## src/rtl/tlul_dbg_host_mux.sv

```systemverilog
// Minimal TL-UL types plus a 2:1 host mux merging the core data port (host 0)
// and the debug SBA port (host 1) onto one device port, routing D beats by grant order.
package tlul_pkg;

    typedef struct packed {
        logic        a_valid;
        logic [2:0]  a_opcode;
        logic [2:0]  a_param;
        logic [1:0]  a_size;
        logic [7:0]  a_source;
        logic [31:0] a_address;
        logic [3:0]  a_mask;
        logic [31:0] a_data;
        logic        d_ready;
    } tl_h2d_t;

    typedef struct packed {
        logic        d_valid;
        logic [2:0]  d_opcode;
        logic [2:0]  d_param;
        logic [1:0]  d_size;
        logic [7:0]  d_source;
        logic        d_sink;
        logic [31:0] d_data;
        logic        d_error;
        logic        a_ready;
    } tl_d2h_t;

    localparam logic [2:0] PutFullData   = 3'd0;
    localparam logic [2:0] Get           = 3'd4;
    localparam logic [2:0] AccessAck     = 3'd0;
    localparam logic [2:0] AccessAckData = 3'd1;

endpackage

module tlul_dbg_host_mux #(
    parameter int unsigned MaxOutstanding = 2,
    parameter bit          ArbMode        = 1'b0
) (
    input  logic                                clk_i,
    input  logic                                rst_ni,
    input  tlul_pkg::tl_h2d_t                   tl_core_i,
    output tlul_pkg::tl_d2h_t                   tl_core_o,
    input  tlul_pkg::tl_h2d_t                   tl_dbg_i,
    output tlul_pkg::tl_d2h_t                   tl_dbg_o,
    output tlul_pkg::tl_h2d_t                   tl_h_o,
    input  tlul_pkg::tl_d2h_t                   tl_h_i,
    output logic [$clog2(MaxOutstanding+1)-1:0] outstanding_o,
    output logic                                unexp_rsp_o
);

    localparam int unsigned CntW = $clog2(MaxOutstanding + 1);
    localparam int unsigned PtrW = (MaxOutstanding > 1) ? $clog2(MaxOutstanding) : 1;

    logic [MaxOutstanding-1:0] fifo_q, fifo_d;
    logic [PtrW-1:0]           wptr_q, wptr_d, rptr_q, rptr_d;
    logic [CntW-1:0]           count_q, count_d;
    logic                      last_q, last_d;
    logic                      locked_q, locked_d;
    logic                      lock_host_q, lock_host_d;
    logic                      unexp_q, unexp_d;

    logic full, empty, head, sel, sel_valid;
    logic a_valid_out, a_ready_gnt, a_hs;
    logic d_ready_out, d_hs;

    function automatic logic [PtrW-1:0] ptr_inc(input logic [PtrW-1:0] p);
        if (p == PtrW'(MaxOutstanding - 1)) begin
            return '0;
        end
        return p + PtrW'(1);
    endfunction

    always_comb begin
        full  = (count_q == CntW'(MaxOutstanding));
        empty = (count_q == '0);
        head  = fifo_q[rptr_q];

        // A stalled beat keeps its grant so the presented request stays stable.
        if (locked_q) begin
            sel = lock_host_q;
        end else if (tl_core_i.a_valid && tl_dbg_i.a_valid) begin
            sel = ArbMode ? 1'b1 : ~last_q;
        end else if (tl_dbg_i.a_valid) begin
            sel = 1'b1;
        end else if (tl_core_i.a_valid) begin
            sel = 1'b0;
        end else begin
            sel = last_q;
        end

        sel_valid   = sel ? tl_dbg_i.a_valid : tl_core_i.a_valid;
        a_valid_out = sel_valid & ~full & rst_ni;
        a_ready_gnt = tl_h_i.a_ready & ~full & rst_ni;
        a_hs        = a_valid_out & tl_h_i.a_ready;

        if (empty) begin
            d_ready_out = 1'b1;
        end else begin
            d_ready_out = head ? tl_dbg_i.d_ready : tl_core_i.d_ready;
        end
        d_hs = ~empty & tl_h_i.d_valid & d_ready_out;
    end

    always_comb begin
        tl_h_o         = sel ? tl_dbg_i : tl_core_i;
        tl_h_o.a_valid = a_valid_out;
        tl_h_o.d_ready = d_ready_out;

        tl_core_o         = tl_h_i;
        tl_core_o.d_valid = tl_h_i.d_valid & ~empty & ~head;
        tl_core_o.a_ready = a_ready_gnt & ~sel;

        tl_dbg_o          = tl_h_i;
        tl_dbg_o.d_valid  = tl_h_i.d_valid & ~empty & head;
        tl_dbg_o.a_ready  = a_ready_gnt & sel;
    end

    always_comb begin
        fifo_d      = fifo_q;
        wptr_d      = wptr_q;
        rptr_d      = rptr_q;
        count_d     = count_q;
        last_d      = last_q;
        lock_host_d = lock_host_q;
        locked_d    = a_valid_out & ~tl_h_i.a_ready;
        unexp_d     = empty & tl_h_i.d_valid;

        if (locked_d) begin
            lock_host_d = sel;
        end
        if (a_hs) begin
            fifo_d[wptr_q] = sel;
            wptr_d         = ptr_inc(wptr_q);
            last_d         = sel;
        end
        if (d_hs) begin
            rptr_d = ptr_inc(rptr_q);
        end
        case ({a_hs, d_hs})
            2'b10:   count_d = count_q + CntW'(1);
            2'b01:   count_d = count_q - CntW'(1);
            default: count_d = count_q;
        endcase
    end

    always_ff @(posedge clk_i or negedge rst_ni) begin
        if (!rst_ni) begin
            fifo_q      <= '0;
            wptr_q      <= '0;
            rptr_q      <= '0;
            count_q     <= '0;
            last_q      <= 1'b1;
            locked_q    <= 1'b0;
            lock_host_q <= 1'b0;
            unexp_q     <= 1'b0;
        end else begin
            fifo_q      <= fifo_d;
            wptr_q      <= wptr_d;
            rptr_q      <= rptr_d;
            count_q     <= count_d;
            last_q      <= last_d;
            locked_q    <= locked_d;
            lock_host_q <= lock_host_d;
            unexp_q     <= unexp_d;
        end
    end

    assign outstanding_o = count_q;
    assign unexp_rsp_o   = unexp_q;

endmodule

```

## config.mk

```make
export PLATFORM = sky130hd
export DESIGN_NAME = tlul_dbg_host_mux
export DESIGN_NICKNAME = d
export VERILOG_FILES = /design/src/rtl/tlul_dbg_host_mux.sv
export SDC_FILE = /design/constraint.sdc
export NUM_CORES = 1
export LEC_CHECK = 0
export ABC_CLOCK_PERIOD_IN_PS = 3280
export BUFFER_PORTS_ARGS = -buffer_cell sky130_fd_sc_hd__buf_2
export CORE_AREA = 2 2 162 164
export CTS_CLUSTER_DIAMETER = 50
export DETAILED_ROUTE_END_ITERATION = 12
export DIE_AREA = 0 0 164 166
export HOLD_SLACK_MARGIN = 0.1
export PLACE_DENSITY_LB_ADDON = 0.3
export SLEW_MARGIN = 25
export SYNTH_ARGS = -nofsm -noshare
export SYNTH_HDL_FRONTEND = slang
export SYNTH_SLANG_ARGS = --single-unit
```

## constraint.sdc

```tcl
create_clock -name clk_i -period 3.28 [get_ports clk_i]
set_input_delay 0.328 -clock clk_i [delete_from_list [all_inputs] [get_ports clk_i]]
set_output_delay 0.328 -clock clk_i [all_outputs]
set_load 0.01 [all_outputs]
```

==> impl_summary.md, run 1 <==
Run status
The run finished with clean final reports.

Worst hold path
The worst hold path terminates at locked_q$_DFF_PN0_. The class of the worst hold path is input pin to flop. The cell depth of the worst hold path is 2.

The worst hold path begins at tl_h_i[0].

Placement
The count of buffers added on input and output ports is 268. Detailed placement ended at an HPWL of between 7000 and 8000 um. In this run, placement finished with an instance count of 740. The final weighted congestion in routability-driven placement is 0.7830.

Floorplanning
The area inside the core boundary is 0.02562 mm^2. The number of placement rows is between 50 and 60. Once the floorplan was initialized, standard cells occupied under 10% of the core. The total die area is roughly 0.027 mm^2. The number of placed I/O pins is 419. The die is approximately 170 um tall. The die is 164 um wide.

Synth
The most used flip-flop cell after synthesis is sky130_fd_sc_hd__dfrtp_1. Summing the areas of all xor and xnor instances in the mapped netlist gives 1.733% of the synthesized area. Dividing the synthesized area by the synthesized cell count gives 10.40 um^2.

Sorting the synthesized cells by how often they occur yields sky130_fd_sc_hd__buf_4, sky130_fd_sc_hd__mux2_4, sky130_fd_sc_hd__mux2_2, sky130_fd_sc_hd__dfrtp_1, sky130_fd_sc_hd__nor2_1. In this run, synthesis produced a sequential element count of 10. The sequential element share of the synthesized area is 9.950%. Summing the areas of all fa, ha and maj instances in the mapped netlist gives 0.4950% of the synthesized area. The area share of the largest cell type after synthesis is between 30% and 40%. The async set or reset register ratio after synthesis is 100.0%. Measured against the total synthesized area, the mux share comes to 47.28%. The largest family of logic cells by synthesized area is multiplexers.

Among all cell types in the netlist, the one instantiated most often is sky130_fd_sc_hd__buf_4. Counting every net in the synthesized netlist gives 470. The leading area contributor after synthesis is sky130_fd_sc_hd__buf_4. Counting every instance in the synthesized netlist gives about 240. Yosys mapped the design onto 28 distinct sky130hd cell types. Summing the areas of all compound-gate instances in the mapped netlist gives under 10% of the synthesized area. The netlist area before placement is 0.002527 mm^2.

The count of warnings emitted by yosys is 0. Summing the areas of all and, or, nand and nor instances in the mapped netlist gives 5.099% of the synthesized area. The number of synthesized flops with an enable pin is 0. Ranked by total cell area, the synthesized netlist is headed by sky130_fd_sc_hd__buf_4, sky130_fd_sc_hd__mux2_4, sky130_fd_sc_hd__mux2_2.

Setup path
The arrival time at the worst endpoint is 2260 ps. The worst setup path is launched from a flop. The type of destination of the critical path is an output pin. The worst path required time is 2950 ps. The number of buffers and inverters on the critical path is 2. The critical path goes through a21oi_2, o21ai_4, buf_12, mux2_4, buf_2.

For this run, the slowest stage of the critical path takes 580 ps. The logic depth of the worst register-to-register path is 7. The register-to-register setup slack is 1380 ps. Grouping stages by cell kind, the critical path spends the most delay in compound AO/OA/AOI/OAI gates. The capture instance of the worst register-to-register path is outstanding_o[1]$_DFFE_PN0P_. In this run the worst path has a maximum fanout of 28. The startpoint of the worst register-to-register path is locked_q$_DFF_PN0_. The start-to-end type of the worst setup path is flop to output pin. For this design, the slowest cell found on the critical path is sky130_fd_sc_hd__o21ai_4.

Pwr
The clock network accounts for 10.9% of the total power. For this design the total switching power over the nets is 0.8842 mW. Power spread over the standard cell area amounts to 611.4 mW/mm^2.

For this design the static power due to leakage is 1.892 nW. The switching power share of the total is 40.08%. The internal power contribution is between 1 and 1.5 mW.

The maximum resistive drop on vdd is 0.2660 mV. Of the total power, registers draw 10.8%. Combinational cells account for between 70% and 80% of the total power.

Timing
Measured against its own limit, the worst slew margin works out to ~51%. The number of max-slew violations in the final report is 0. The shortest period the worst path allows is 2586 ps. The final worst clock skew is 1.610 ps. The number of setup violations in the final report is 0.

Setup repair after global routing left no endpoint under its margin. The slew of the pin with the lowest slew margin is 735.3 ps. The number of hold violations in the final report was 0. The total negative setup slack is 0 ps.

Timing would allow up to just under 400 MHz. Of the available clock period, the critical path in the final layout requires between 70% and 80%.

Clocking
The clock sink count is 10. The post-CTS setup buffer count is 0. The clock-pin slew on the worst setup and hold paths is 40 ps. The latest clock arrival within the worst-skew pair is 240 ps. No sink is reached through more buffers than the 2 on the longest clock path.

The H-tree depth is 1. The number of hold buffers added after CTS was 1. The root buffer cell chosen for the clock tree is sky130_fd_sc_hd__clkbuf_16. The number of clock buffers added by TritonCTS is 3. TritonCTS built the clock tree. The number of gates resized after CTS is 0.

Drt
In the routed layout, each cell is associated on average with a via count of 3.095. For this block, the routed nets add up to 9020 um of wire. The first routing iteration left 33 violations.

After detailed routing, the number of remaining DRC violations is 0. The antenna violation net count after detailed routing is 0. The routed wirelength normalized by instance count is approximately 12 um.

The length of the first detailed-routing pass in iterations is 4. The via count of the routed design is 2306.

Global route
The overall track demand over capacity in global routing is under 10%. The via count of the first global-routing pass came to 2238. Entering global routing, the biggest net connects 31 pins. Summed over all layers, the global routing overflow is 0.

The global-route wire length before repair is 12260 um. The number of antenna violations at the first check in global routing was 0.

Cells and area
The ratio of cells with drive above 1 in the final layout is about nine tenths. After the flow finishes, the layout carries non-filler instances totaling approximately 750. The area added between synthesis and finish is 42.77%. The number of diodes added for antenna fixing is 0. The net count of the finished layout is 638.

Flow run
The max-capacitance violation count is 0.
## worst max path at each step
stage,end,from,depth (start not counted)
floorplan,tl_h_o[10],last_q$_DFFE_PN1P_,5
global placement,tl_h_o[74],tl_dbg_i[85],7
detailed placement,tl_h_o[35],tl_dbg_i[85],7
CTS,tl_h_o[74],last_q$_DFFE_PN1P_,5
global route,tl_h_o[74],last_q$_DFFE_PN1P_,5
finish,tl_h_o[36],last_q$_DFFE_PN1P_,5
## per-stage QoR
stage	hold WS [ps]	utilization, %	power (mW)	worst slack (ps)	area (um^2)
floorplan	32.41	-	1.556	1556	2527
global placement	235.4	13.70	2.003	866.0	3510
detailed placement	231.1	13.70	1.994	864.3	3510
CTS	307.1	14.09	2.250	634.9	3608
global route	315.8	14.09	2.365	575.9	3608
finish	312.8	14.09	2.206	693.6	3608
## kinds of logic after synthesis
group / count (synthesis)
compound gates: 6
fa+ha+maj: 1
buf+inv: 112
flops: 10
mux: 90
simple gates: 19
xor+xnor: 5
## worst reg2reg max path: stages (launching register included)
cell and delay (ps):
sky130_fd_sc_hd__dfrtp_1 420, sky130_fd_sc_hd__nand2b_1 210, sky130_fd_sc_hd__a21oi_2 150, sky130_fd_sc_hd__nor3_2 340, sky130_fd_sc_hd__inv_1 80, sky130_fd_sc_hd__ha_1 320, sky130_fd_sc_hd__nor2_1 140, sky130_fd_sc_hd__xor2_1 160
## cells in the final DEF (no fill, tap or decap), drive strengths merged
| master | count |
|---|---|
| a21oi | 2 |
| buf | 273 |
| clkbuf | 4 |
| dfrtp | 9 |
| dfstp | 1 |
| dlygate4sd3 | 1 |
| ha | 1 |
| inv | 1 |
| mux2 | 88 |
| mux2i | 2 |
| nand2 | 2 |
| nand2b | 1 |
| nand3 | 1 |
| nor2 | 7 |
| nor2b | 1 |
| nor3 | 2 |
| nor3b | 1 |
| nor4 | 2 |
| nor4b | 1 |
| o21a | 1 |
| o21ai | 3 |
| or2b | 1 |
| xnor2 | 2 |
| xor2 | 3 |
## power by group through the flow
stage | combinational [mW] | sequential (mW) | clock [mW]
after global placement | 1.76 | 0.244 | 0
after global routing | 1.86 | 0.252 | 0.255
final | 1.73 | 0.239 | 0.241
after detailed placement | 1.75 | 0.242 | 0
after CTS | 1.76 | 0.241 | 0.250
after floorplan | 1.32 | 0.238 | 0
## flip-flops by register name (all words and copies together), names as in the netlist
name           flops
fifo_q             2
outstanding_o      2
last_q             1
lock_host_q        1
locked_q           1
rptr_q             1
unexp_rsp_o        1
wptr_q             1
## metal layers
layer | wire length (um) | share of wire (%) | GRT usage [%]
met2 | 4570 | 51 | 10.67
met1 | 3158 | 35 | 5.836
met4 | 178 | 2.0 | 1.831
met3 | 1112 | 12 | 2.148
met5 | 0 | 0 | 0.9091
## layout make-up
class                   count  area [um^2]
clock buffers               4        88.84
fillers                  2922        22010
inverters                   1        3.754
multi-input cells         121         1431
flip-flops and latches     10        251.5
well taps                 335        419.2
repair buffers            274         1414
No activity file was read; power rests on OpenSTA's default activity.
==> run 2, diff against run 1 <==
- ABC_CLOCK_PERIOD_IN_PS: 3280 -> 2550
- clock period: 3.28 -> 2.55 ns (I/O delays scaled with it)
==> run 2 against run 1 <==
Effect of this change:
- final area decreased by 0.97%
- highest routed layer unchanged
- clock-buffer cell count unchanged
- die area is the same
- largest cell class unchanged
- sequential cell count is the same
- combinational power grew 25%
- critical path type unchanged
- clock power grew 30%
- critical endpoint is now tl_h_o[58]
==> impl_summary.md, run 2 (synthesis gave the netlist of run 1 again) <==
Timing
The max-slew headroom at the worst pin is 67.56% (+17 points). The number of hold violations in the final report is 0 (unchanged). The number of setup violations in the final report is 0 (unchanged). After layout, the worst path uses 86.53% of the clock period. The total negative setup slack is 0 ps (unchanged). Derived from the worst setup path, the maximum achievable clock frequency is about 450 MHz.

Setup repair after global routing left no endpoint under its margin. Subtracting the final worst setup slack from the clock period gives 2206 ps. The final worst clock skew is 0.8570 ps (-0.7531 ps). The number of max-slew violations in the final report came to 0 (unchanged).

The slew of the pin with the lowest slew margin is 484.8 ps (-250.4 ps). The worst hold slack after final layout was 236.8 ps (-76.00 ps).

Clocking
The post-CTS setup buffer count is 0 (unchanged). The latest clock arrival within the worst-skew pair came to 240 ps (about the same). The clock-pin slew on the worst setup and hold paths came to 40 ps (about the same). The clock buffer count from CTS was 3 (unchanged). The maximum clock path buffer count came to 2 (unchanged). The clock sink count was 10 (unchanged).

Clock tree synthesis selected as its root buffer the cell sky130_fd_sc_hd__clkbuf_16. The H-tree depth is 1 (unchanged). The number of gates resized after CTS is 0 (unchanged).

The clock tree from TritonCTS is built.

Cells and area
The count of placed standard cells in the final layout, fillers left out came to 742 (-0.40%). The number of diodes added for antenna fixing is 0 (unchanged). The core occupancy in the finished layout came to 13.95% (-0.14 points). The ratio of cells with drive above 1 in the final layout is 90.91% (about the same).

From synthesis to final layout, the design area changed by 41.39%. The net count of the finished layout came to 635 (-0.47%). The count of filler cells inserted in the layout was 2892 (-1.0%). The most common library cell in the layout ignoring fill and taps is sky130_fd_sc_hd__buf_2. The multi-input gate area in the final layout is 0.001431 mm^2 (unchanged). The footprint of the flip-flops and latches is 251.5 um^2 (unchanged). In the layout the commonest cells are sky130_fd_sc_hd__buf_2, sky130_fd_sc_hd__mux2_4, sky130_fd_sc_hd__mux2_2, sky130_fd_sc_hd__dfrtp_1, sky130_fd_sc_hd__nor2_1.

Floorplanning
The total die area came to 0.02722 mm^2 (unchanged). The area inside the core boundary is 0.02562 mm^2 (unchanged). The number of placed I/O pins came to 419 (unchanged). The number of placement rows came to 59 (unchanged). The initial cell density of the core is 9.867% (unchanged).

The overall die height was 166 um (unchanged). The width of the chip is 164 um (unchanged).

Drt
The antenna violation net count after detailed routing is 0 (unchanged). The routed wire length is 8697 um (-3.6%). The routed wirelength normalized by instance count is 11.72 um (-3.2%).

The ratio of routed vias to standard cells is 3.023 (-2.3%). The via count of the routed design was 2243 (-2.7%). The length of the first detailed-routing pass in iterations is 4 (unchanged). The count of routing violations after the opening detailed-route iteration is 41 (+24%). The post-route DRC violation count is 0 (unchanged).

Placement
The number of instances in the placed design is 737 (-0.41%). The half-perimeter wire length of the detailed placement result is 7625 um (-4.5%). The port buffer count is 268 (unchanged).

The final weighted congestion in routability-driven placement is 0.7439 (-5.0%).

Global route
The via count of the first global-routing pass was 2232 (-0.27%). The overall track demand over capacity in global routing is 5.482% (-0.28 points). The pin count of the biggest net entering global routing was 56 (+81%). The global-route wire length before repair was 11720 um (-4.4%). The number of antenna violations at the first check in global routing is 0 (unchanged). The overall overflow remaining after global route is 0 (unchanged).

Pwr
The maximum resistive drop on vdd came to 0.5266 mV (+98%). The power density over the cells came to 777.3 mW/mm^2 (+27%). The leakage power total is 1.873 nW (-1.0%).

Setup path
The startpoint type of the worst setup path is a flop. The maximum fanout along the worst path is 30 (+7.1%). Among all stages on the critical path, the largest delay is contributed by sky130_fd_sc_hd__dfstp_2. The arrival time at the worst endpoint is 1950 ps (-310 ps). The type of destination of the critical path is an output pin. The signal on the critical path passes through a21oi_2, o21ai_4, buf_4, mux2_2, buf_2. The critical path's largest stage delay was 540 ps (-40 ps). The worst path required time came to 2300 ps (-650 ps). The critical path is of the flop to output pin type.

Flow run
The max-capacitance violation count is 0 (unchanged).

Worst hold path
The class of the worst hold path is input pin to flop.

Run status
The flow ran to the end, and the final reports show no timing, DRC or antenna violations.
## run 2: cell count changes in the layout (fill, tap and decap cells not counted), sizes merged
cell  before  now
buf      273  270
## run 2: timing repair
item / CTS / global route
endpoints found under the setup margin: 0 / 0
endpoints found under the hold margin: 9 / 0
hold buffers: 1 / 0
## run 2: per-layer routing
layer	vias up	share of wire [%]	GRT usage [%]
met1	965	36	5.625
met3	23	11	1.873
li1	1059	-	-
met4	0	1.3	1.335
met5	-	0	0.9091
met2	196	51	10.39
## run 2: layout make-up
class                   count  share of cell area [%]
clock buffers               4                   2.486
inverters                   1                  0.1050
flip-flops and latches     10                   7.038
well taps                 335                   11.73
multi-input cells         121                   40.06
repair buffers            271                   38.59
## run 2: metrics by stage
step                setup WS, ps  total power [mW]  cell area, um^2
finish                     343.6             2.778             3573
global route               234.1             2.979             3573
CTS                        333.8             2.820             3573
global placement           605.7             2.502             3475
floorplan                  835.2             2.002             2527
detailed placement         598.1             2.489             3475
## run 2: path summary, 6_finish.rpt
kind,cells after the start,endpoint,slack [ps],from
setup / recovery,5,tl_h_o[58],340,last_q$_DFFE_PN1P_
hold / removal,2,locked_q$_DFF_PN0_,240,tl_h_i[0]
setup reg to reg,7,outstanding_o[1]$_DFFE_PN0P_,680,locked_q$_DFF_PN0_
hold reg to reg,1,rptr_q$_DFFE_PN0P_,490,rptr_q$_DFFE_PN0P_
max in group asynchronous,2,last_q$_DFFE_PN1P_,1850,rst_ni
min in group asynchronous,2,lock_host_q$_DFFE_PN0P_,430,rst_ni
## run 2: critical path, delay by kind of cell (launching register included)
| kind | cells | cell delay (ps) |
|---|---|---|
| AO/OA/AOI/OAI | 2 | 240 |
| buffers and inverters | 2 | 520 |
| multiplexers | 1 | 390 |
| flip-flops | 1 | 540 |
## run 2: report_power, final
part	internal [mW]	leakage [nW]	total, mW	switching [mW]
sequential	0.240	0.119	0.307	0.0676
combinational	1.18	1.71	2.16	0.977
clock	0.236	0.0442	0.313	0.0764
total	1.66	1.87	2.78	1.12
